==> config.mk <==
export PLATFORM = sky130hd
export DESIGN_NAME = adc_capture_ctrl
export DESIGN_NICKNAME = d
export VERILOG_FILES = /design/src/rtl/adc_capture_ctrl.sv
export SDC_FILE = /design/constraint.sdc
export NUM_CORES = 1
export LEC_CHECK = 0
export CORE_UTILIZATION = 25
export CTS_CLUSTER_SIZE = 16
export DETAILED_ROUTE_END_ITERATION = 10
export HOLD_SLACK_MARGIN = 0.12
export MAX_ROUTING_LAYER = met4
export PLACE_DENSITY = 0.37
export SLEW_MARGIN = 20
export SYNTH_ARGS = -nofsm -noshare
export SYNTH_HDL_FRONTEND = slang
export SYNTH_SLANG_ARGS = --single-unit
==> constraint.sdc <==
create_clock -name clk -period 3.4 [get_ports clk]
set_input_delay 0.51 -clock clk [delete_from_list [all_inputs] [get_ports clk]]
set_output_delay 0.51 -clock clk [all_outputs]
set_load 0.01 [all_outputs]
==> src/rtl/adc_capture_ctrl.sv <==
// adc_capture_ctrl: paces ADC conversions on one channel at a programmed
// sample period, buffers 12-bit results in a FIFO and streams each sample
// to the UART transmitter as two bytes (high nibble first, then low byte).
//
// Capture FSM
//   state  | meaning
//   IDLE   | waiting for start; shadow config may be rewritten freely
//   RUN    | issuing a conversion request every PERIOD cycles
//   DRAIN  | no new requests; finishing in-flight conversion, FIFO and TX
// TX FSM
//   state  | meaning
//   T_IDLE | waiting for a sample in the FIFO
//   T_HI   | high byte handed to UART, waiting for tx_done
//   T_LO   | low byte handed to UART, waiting for tx_done
module adc_capture_ctrl #(
    parameter int unsigned DEPTH_LOG2 = 4,
    parameter logic [7:0]  BASE_ADDR  = 8'h10
) (
    input  logic        clk,
    input  logic        rst,
    input  logic        m_wr,
    input  logic [7:0]  m_addr,
    input  logic [31:0] m_wrdata,
    output logic [2:0]  adc_channel,
    output logic        adc_en_conv,
    input  logic        adc_busy,
    input  logic        adc_conv_done,
    input  logic [11:0] adc_data,
    output logic        tx_byte_en,
    output logic [7:0]  tx_data_byte,
    input  logic        tx_done,
    output logic        cap_busy,
    output logic        overflow
);

    localparam int unsigned         DEPTH      = 1 << DEPTH_LOG2;
    localparam logic [DEPTH_LOG2:0] FULL_CNT   = (DEPTH_LOG2 + 1)'(DEPTH);
    localparam logic [23:0]         MIN_PERIOD = 24'd16;

    typedef enum logic [1:0] {IDLE, RUN, DRAIN} cap_state_t;
    typedef enum logic [1:0] {T_IDLE, T_HI, T_LO} tx_state_t;

    cap_state_t cap_state, cap_next;
    tx_state_t  tx_state, tx_next;

    logic [2:0]  sh_chan;
    logic [23:0] sh_period;
    logic [15:0] sh_count;
    logic [23:0] period;
    logic [15:0] count;
    logic [23:0] per_cnt;
    logic [15:0] smp_cnt;
    logic        conv_pend;

    logic [11:0]           fifo_mem [DEPTH];
    logic [DEPTH_LOG2-1:0] wr_ptr, rd_ptr;
    logic [DEPTH_LOG2:0]   fifo_cnt;
    logic                  fifo_empty, fifo_full, push_req, push_ok, pop;
    logic [11:0]           tx_hold;

    logic wr_ctrl, start_cmd, stop_cmd, start_go;
    logic tick, conv_req, conv_skip, drain_done;
    logic en_conv_d, cap_busy_d, overflow_d, byte_en_d;
    logic [7:0] byte_d;
    logic unused_wrdata;

    assign unused_wrdata = &{1'b0, m_wrdata[31:24]};
    assign wr_ctrl    = m_wr && (m_addr == BASE_ADDR);
    assign start_cmd  = wr_ctrl && m_wrdata[0];
    assign stop_cmd   = wr_ctrl && m_wrdata[1];
    assign start_go   = (cap_state == IDLE) && start_cmd;
    // per_cnt is a down-counter; reaching zero means the request is
    // registered this cycle and appears on adc_en_conv at the wrap.
    assign tick       = (cap_state == RUN) && (per_cnt == '0);
    assign conv_req   = tick && !adc_busy;
    assign conv_skip  = tick && adc_busy;
    assign fifo_empty = (fifo_cnt == '0);
    assign fifo_full  = (fifo_cnt == FULL_CNT);
    assign pop        = (tx_state == T_IDLE) && !fifo_empty;
    assign push_req   = adc_conv_done && (cap_state != IDLE);
    assign push_ok    = push_req && (!fifo_full || pop);
    assign drain_done = !conv_pend && !adc_en_conv && fifo_empty && (tx_state == T_IDLE);

    // Shadow configuration registers written by the command decoder.
    always_ff @(posedge clk) begin
        if (!rst) begin
            sh_chan   <= '0;
            sh_period <= MIN_PERIOD;
            sh_count  <= '0;
        end else if (m_wr) begin
            if (m_addr == BASE_ADDR + 8'd1) sh_chan <= m_wrdata[2:0];
            if (m_addr == BASE_ADDR + 8'd2)
                sh_period <= (m_wrdata[23:0] < MIN_PERIOD) ? MIN_PERIOD : m_wrdata[23:0];
            if (m_addr == BASE_ADDR + 8'd3) sh_count <= m_wrdata[15:0];
        end
    end

    // Capture state register, working config, timers and registered outputs.
    always_ff @(posedge clk) begin
        if (!rst) begin
            cap_state   <= IDLE;
            adc_en_conv <= 1'b0;
            cap_busy    <= 1'b0;
            overflow    <= 1'b0;
            adc_channel <= '0;
            period      <= MIN_PERIOD;
            count       <= '0;
            per_cnt     <= '0;
            smp_cnt     <= '0;
            conv_pend   <= 1'b0;
        end else begin
            cap_state   <= cap_next;
            adc_en_conv <= en_conv_d;
            cap_busy    <= cap_busy_d;
            overflow    <= overflow_d;
            if (start_go) begin
                adc_channel <= sh_chan;
                period      <= sh_period;
                count       <= sh_count;
                per_cnt     <= sh_period - 24'd2;
                smp_cnt     <= '0;
            end else if (cap_state == RUN) begin
                per_cnt <= (per_cnt == '0) ? period - 24'd1 : per_cnt - 24'd1;
                if (conv_req) smp_cnt <= smp_cnt + 16'd1;
            end
            if (adc_en_conv)        conv_pend <= 1'b1;
            else if (adc_conv_done) conv_pend <= 1'b0;
        end
    end

    // Capture next-state logic.
    always_comb begin
        cap_next = cap_state;
        unique case (cap_state)
            IDLE:    if (start_cmd) cap_next = RUN;
            RUN:     if (stop_cmd || ((count != '0) && (smp_cnt == count))) cap_next = DRAIN;
            DRAIN:   if (drain_done) cap_next = IDLE;
            default: cap_next = IDLE;
        endcase
    end

    // Capture output logic, registered above.
    always_comb begin
        en_conv_d  = conv_req;
        cap_busy_d = (cap_next != IDLE);
        overflow_d = overflow;
        if (start_go)                                 overflow_d = 1'b0;
        else if (conv_skip || (push_req && !push_ok)) overflow_d = 1'b1;
    end

    // FIFO pointers and occupancy.
    always_ff @(posedge clk) begin
        if (!rst) begin
            wr_ptr   <= '0;
            rd_ptr   <= '0;
            fifo_cnt <= '0;
        end else if (start_go) begin
            wr_ptr   <= '0;
            rd_ptr   <= '0;
            fifo_cnt <= '0;
        end else begin
            if (push_ok) wr_ptr <= wr_ptr + 1'b1;
            if (pop)     rd_ptr <= rd_ptr + 1'b1;
            if (push_ok && !pop)      fifo_cnt <= fifo_cnt + 1'b1;
            else if (!push_ok && pop) fifo_cnt <= fifo_cnt - 1'b1;
        end
    end

    // FIFO storage; contents need no reset since occupancy gates reads.
    always_ff @(posedge clk) begin
        if (push_ok) fifo_mem[wr_ptr] <= adc_data;
    end

    // TX state register and registered UART outputs.
    always_ff @(posedge clk) begin
        if (!rst) begin
            tx_state     <= T_IDLE;
            tx_byte_en   <= 1'b0;
            tx_data_byte <= '0;
            tx_hold      <= '0;
        end else begin
            tx_state     <= tx_next;
            tx_byte_en   <= byte_en_d;
            tx_data_byte <= byte_d;
            if (pop) tx_hold <= fifo_mem[rd_ptr];
        end
    end

    // TX next-state logic; tx_done in T_IDLE falls through unused.
    always_comb begin
        tx_next = tx_state;
        unique case (tx_state)
            T_IDLE:  if (!fifo_empty) tx_next = T_HI;
            T_HI:    if (tx_done) tx_next = T_LO;
            T_LO:    if (tx_done) tx_next = T_IDLE;
            default: tx_next = T_IDLE;
        endcase
    end

    // TX output logic: high nibble on pop, low byte after the first tx_done.
    always_comb begin
        byte_en_d = 1'b0;
        byte_d    = tx_data_byte;
        if (pop) begin
            byte_en_d = 1'b1;
            byte_d    = {4'h0, fifo_mem[rd_ptr][11:8]};
        end else if ((tx_state == T_HI) && tx_done) begin
            byte_en_d = 1'b1;
            byte_d    = tx_hold[7:0];
        end
    end

endmodule

Word-level counts from Yosys, hierarchy flattened
Memory sizes are Yosys's and may differ from the RTL's. A register that Yosys moved wholly into a read port is not among the register bits.
Cells that the tools add are included.
- add/subtract/negate cells: 8
- order comparisons: 1
- equal/unequal tests: 13
- multiplexer cells: 24
- bitwise operators: 1
- reduce and logical (&&, ||, !) cells: 46
- operators with widths (kind ; number):
    $mux W24 ; 4
    $sub A24 B1 Y24 const B ; 2
    $eq A8 B5 Y1 const B ; 4
    $logic_not A24 Y1 ; 1
    $lt A24 B5 Y1 const B ; 1
    $sub A24 B2 Y24 const B ; 1
    $logic_and A1 B1 Y1 ; 18
    $add A16 B1 Y16 const B ; 1
    $eq A16 B16 Y1 ; 1
    $mux W4 ; 4
    $reduce_bool A16 Y1 ; 1
    $mux W2 ; 6
    $pmux W2 S3 ; 2
    $reduce_bool A2 Y1 ; 6
    $mux W5 ; 2
    $add A4 B1 Y4 const B ; 2
    $reduce_and A2 Y1 ; 4
    $logic_not A1 Y1 ; 7
    $mux W1 ; 6
    $ne A2 B2 Y1 const B ; 3
    $add A5 B1 Y5 const B ; 1
    $eq A5 B5 Y1 const B ; 1
    $logic_not A5 Y1 ; 1
    $sub A5 B1 Y5 const B ; 1
    other kinds (7) ; 13
- register bits after elaboration: 164
- RAM bits: 192
- input bits: 58
- memories kept: 1
- memories (memory ; depth ; width ; read ports ; clocked after memory_dff ; wr ports ; RTL line ; text):
    fifo_mem ; 16 ; 12 ; 1 ; 1 ; 1 ; 55 ; logic [11:0] fifo_mem [DEPTH];

Longest topological paths before layout
- depth in word-level cells: 9
- depth in mapped cells: 16

Worst setup path after synthesis
Ideal clock, no wire load.
- kind: flip-flop to flip-flop
- start: register per_cnt[11]
- end: register per_cnt[16]
- library setup time: 0.132 ns
- arrival time: 3.587 ns
- data required time: 3.268 ns
- setup slack: -0.319 ns
- stages on the path, launching flop included: 17
- buffers on the path: 4
- cell sequence: dfxtp_1 > clkbuf_1 > nor3_1 > nand3_1 > buf_2 > nor2_1 > buf_2 > buf_2 > a21oi_1 > ha_1 > or3b_2 > nor2_1 > o31ai_1 > or3_1 > or4_1 > xnor2_1 > a21oi_1
- longest elaborated chain between the ends: 4
- ends and longest elaborated chain (element ; RTL line ; text):
    from (decl) ; 51 ; logic [23:0] per_cnt;
    from (signal assigned) ; 120 ; per_cnt <= sh_period - 24'd2;
    from (signal assigned) ; 123 ; per_cnt <= (per_cnt == '0) ? period - 24'd1 : per_cnt - 24'd1;
    $sub A24 B1 Y24 / $logic_not A24 Y1 (equally long branches) ; 123 ;
    $mux W24 * ; 123 ;
    $mux W24 * ; 122 ; end else if (cap_state == RUN) begin
    $mux W24 * ; 116 ; if (start_go) begin
Every way passes the cells marked *; elsewhere a longest branch is shown, timed or not. The select of a mux whose other input is x is not followed.
A chain may end at the register's enable or synchronous reset.

Worst setup path in the final report
- start: register per_cnt[13]
- end: register per_cnt[16]
The elaborated chain is that of the path after synthesis.

==> results.toml <==
[run_status]
status = "completed"

[power_and_ir_drop]
p_seq_share_pct = 43.8
swShare_pct = 26.3
internal_power_mw = 8.25
power_mw = 11.2
switchingPower_mw = 2.95
power.density_nw_per_um2 = 592
ir_drop_uv = 399
p_leak_nw = 6.45
clockPowerShare_pct = 41.6
comb_power_share_pct = 14.6

[sta]
tns_ns = 0
fin_crit_sh_pct = 92.4
min_period_ns = 3.14
finalHoldViolations = 0
tightest_slew_ns = 0.935
drv_slew = 0
final-setup-viol-count = 0
relSlewSlack_pct = 37.6
finClkSkew_ns = 0.0319
fmax_ghz = 0.318
grt_setup_unrepaired = "false"

[placement]
hpwl_um = 30300
io_buffer_count = 64
gp_congestion = 0.830
placedCellCount = 2191

[cts]
cts_sinks = 360
cts_made_buffers = 43
worstSkewPairLatency_ns = 0.59
cts_setup_buffers = 0
cts.clk_slew.worst_paths_ns = 0.06
cts-root-buf = "clkbuf_16"
cts_tree = "done"
cts.path.max_buffers = 3
cts_max_level = 2

[routing]
drt_drc_violations_left = 0
drt_iter0_drc = 586
wl_um = 44400
wl_per_cell_um = 19.6
vias = 10679
via_per_inst = 4.70
ant_nets = 0
drtPass1Iterations = 5

[worst_setup_path]
rrSetupSlack_ns = 0.26
timing.critical_path.slowest_cell_delay_ns = 0.50
cp-end-kind = "flop"
worstPathCellList = "nor3_1, nand3_1, nor2_2, a21oi_2, ha_2, or3b_2, nor2_1, o31ai_2, or3_4, or4_1, xnor2_1, a21oi_1"
startpoint_type = "flop"
critical_path_class = "reg -> reg"
cp_top_family = "simple AND/OR/NAND/NOR gates"
cp_data_required_time_ns = 3.85
critPathBufInv = 0
critPathArrivalTime_ns = 3.60
path_max_fanout = 5
slowest_stage = "or4_1"

[grt]
overflow = 0
antenna_found_initial = 2
grt_max_degree = 60
grt_usage_pct = 14.8
grt_pass1_wl_um = 68300
grt_pass1_vias = 10879

[synth]
ys_seq_elements = 360
synth_edf_count = 192
synth.net_count = 1405
synth_cells = 1334
ys_seq_area_share_pct = 59.3
yosysWarnings = 0
yosys.area.top_type = "edfxtp_1"
syn_avg_cell_area_um2 = 11.5
synth_most_common_cell = "nand2_1"
yosysTopAreaCellShare_pct = 37.5
synth_common_cells = "nand2_1 (215), edfxtp_1 (192), dfxtp_1 (168), a21oi_1 (137), nor2_1 (112)"
synth-main-ff-cell = "edfxtp_1"
syn-cell-area_um2 = 15400
synthArstFlopShare_pct = 0
synthTopCellsByArea = "edfxtp_1 (37%), dfxtp_1 (22%), mux4_2 (7.6%)"
yosysUniqueCellTypes = 67

[die]
rows = 90
die_area_um2 = 62500
start_util_pct = 25.4
boundaryPins = 73
die_w_um = 250
die_h_um = 250
core_area_um2 = 60600

[cells_and_area]
area_growth_pct = 22.9
nets = 1525
fillers = 6261
multi_input_area_um2 = 5990
final-seq-area_um2 = 9140
layout-drive-gt1-share_pct = 15.9
fin_util_pct = 31.2
final_cells = 2272

[run]
cap_viol_max_count = 0

[min_path]
hold_class = "reg -> reg"
worst reg2reg max path: cells and delay by family, from the launching register on:
| family | cells | cell delay, ns |
|---|---|---|
| xor+xnor | 1 | 0.16 |
| flops | 1 | 0.39 |
| simple gates | 7 | 1.85 |
| fa+ha+maj | 1 | 0.22 |
| compound gates | 3 | 0.39 |
cell families (layout without fill, tap and decap cells):
kind of cell    after synthesis  count (layout)  share of synthesized area (%)
buf+inv                      84             238                           2.13
simple gates                493             493                           14.9
other cells                   0               2                              0
xor+xnor                     67              67                           3.86
fa+ha+maj                    13              13                           1.11
compound gates              240             240                           9.44
mux                          77              77                           9.24
flops                       360             360                           59.3
sequential cells by signal, summed over array words and instances (netlist names), 2 cells and up, named ones only:
name and cells:
rd_ptr 4, tx_state 2, tx_hold 8, per_cnt 24, sh_count 16, smp_cnt 16, fifo_mem 192, cap_state 2
wr_ptr 4, adc_channel 3, fifo_cnt 5, sh_period 24, period 24, count 16, sh_chan 3, tx_data_byte 8
power by group through the flow:
stage / clock (mW) / sequential (mW) / combinational, mW
floorplan: 0 / 4.87 / 1.20
global placement: 0 / 5.00 / 1.66
detailed placement: 0 / 5.01 / 1.67
CTS: 4.82 / 4.92 / 1.68
global route: 4.97 / 4.93 / 1.81
finish: 4.66 / 4.90 / 1.64
layout make-up:
type	count	share of cell area, %
well taps	782	5.18
diodes	2	0.0265
clock buffers	59	6.38
flip-flops and latches	360	48.3
multi-input cells	890	31.7
inverters	10	0.212
clock inverters	20	1.24
repair buffers	149	6.96
path summary, 6_finish.rpt:
kind / startpoint / end / depth (start not counted)
setup reg to reg: per_cnt[13] / per_cnt[16] / 12
setup / recovery: per_cnt[13] / per_cnt[16] / 12
hold reg to reg: sh_count[0] / sh_count[0] / 2
hold / removal: sh_count[0] / sh_count[0] / 2
stage by stage:
step                worst slack [ns]  instance area [um^2]  hold slack, ns
global route                 0.00312                 18900           0.469
finish                         0.258                 18900           0.456
CTS                            0.170                 18900           0.457
floorplan                     0.0245                 15400           0.432
global placement               0.234                 17400           0.444
detailed placement             0.197                 17400           0.448
placed cells by master, fill, tap and decap left out, drive strengths merged, types with 25 or more instances in the layout:
cell / synthesis / final
clkbuf: 56 / 59
edfxtp: 192 / 192
nor4: 30 / 30
a21oi: 137 / 137
mux2i: 25 / 25
nand2: 215 / 215
nor2: 112 / 112
mux4: 52 / 52
nor3: 28 / 28
buf: 18 / 85
xor2: 43 / 43
dfxtp: 168 / 168
clkdlybuf4s50: 0 / 64
per-layer routing:
metal / track usage [%] / vias up / wire length, um
li1: - / 5155 / -
met1: 19.0 / 5301 / 20700
met2: 24.1 / 160 / 21100
met3: 2.51 / 63 / 1700
met4: 4.12 / 0 / 928
met5: - / - / 0
repair_timing:
item	in CTS	in global routing
resized for setup	0	3
hold buffers	0	0
endpoints found under the hold margin	0	0
endpoints found under the setup margin	0	3
(Power assumes the default switching activity.)
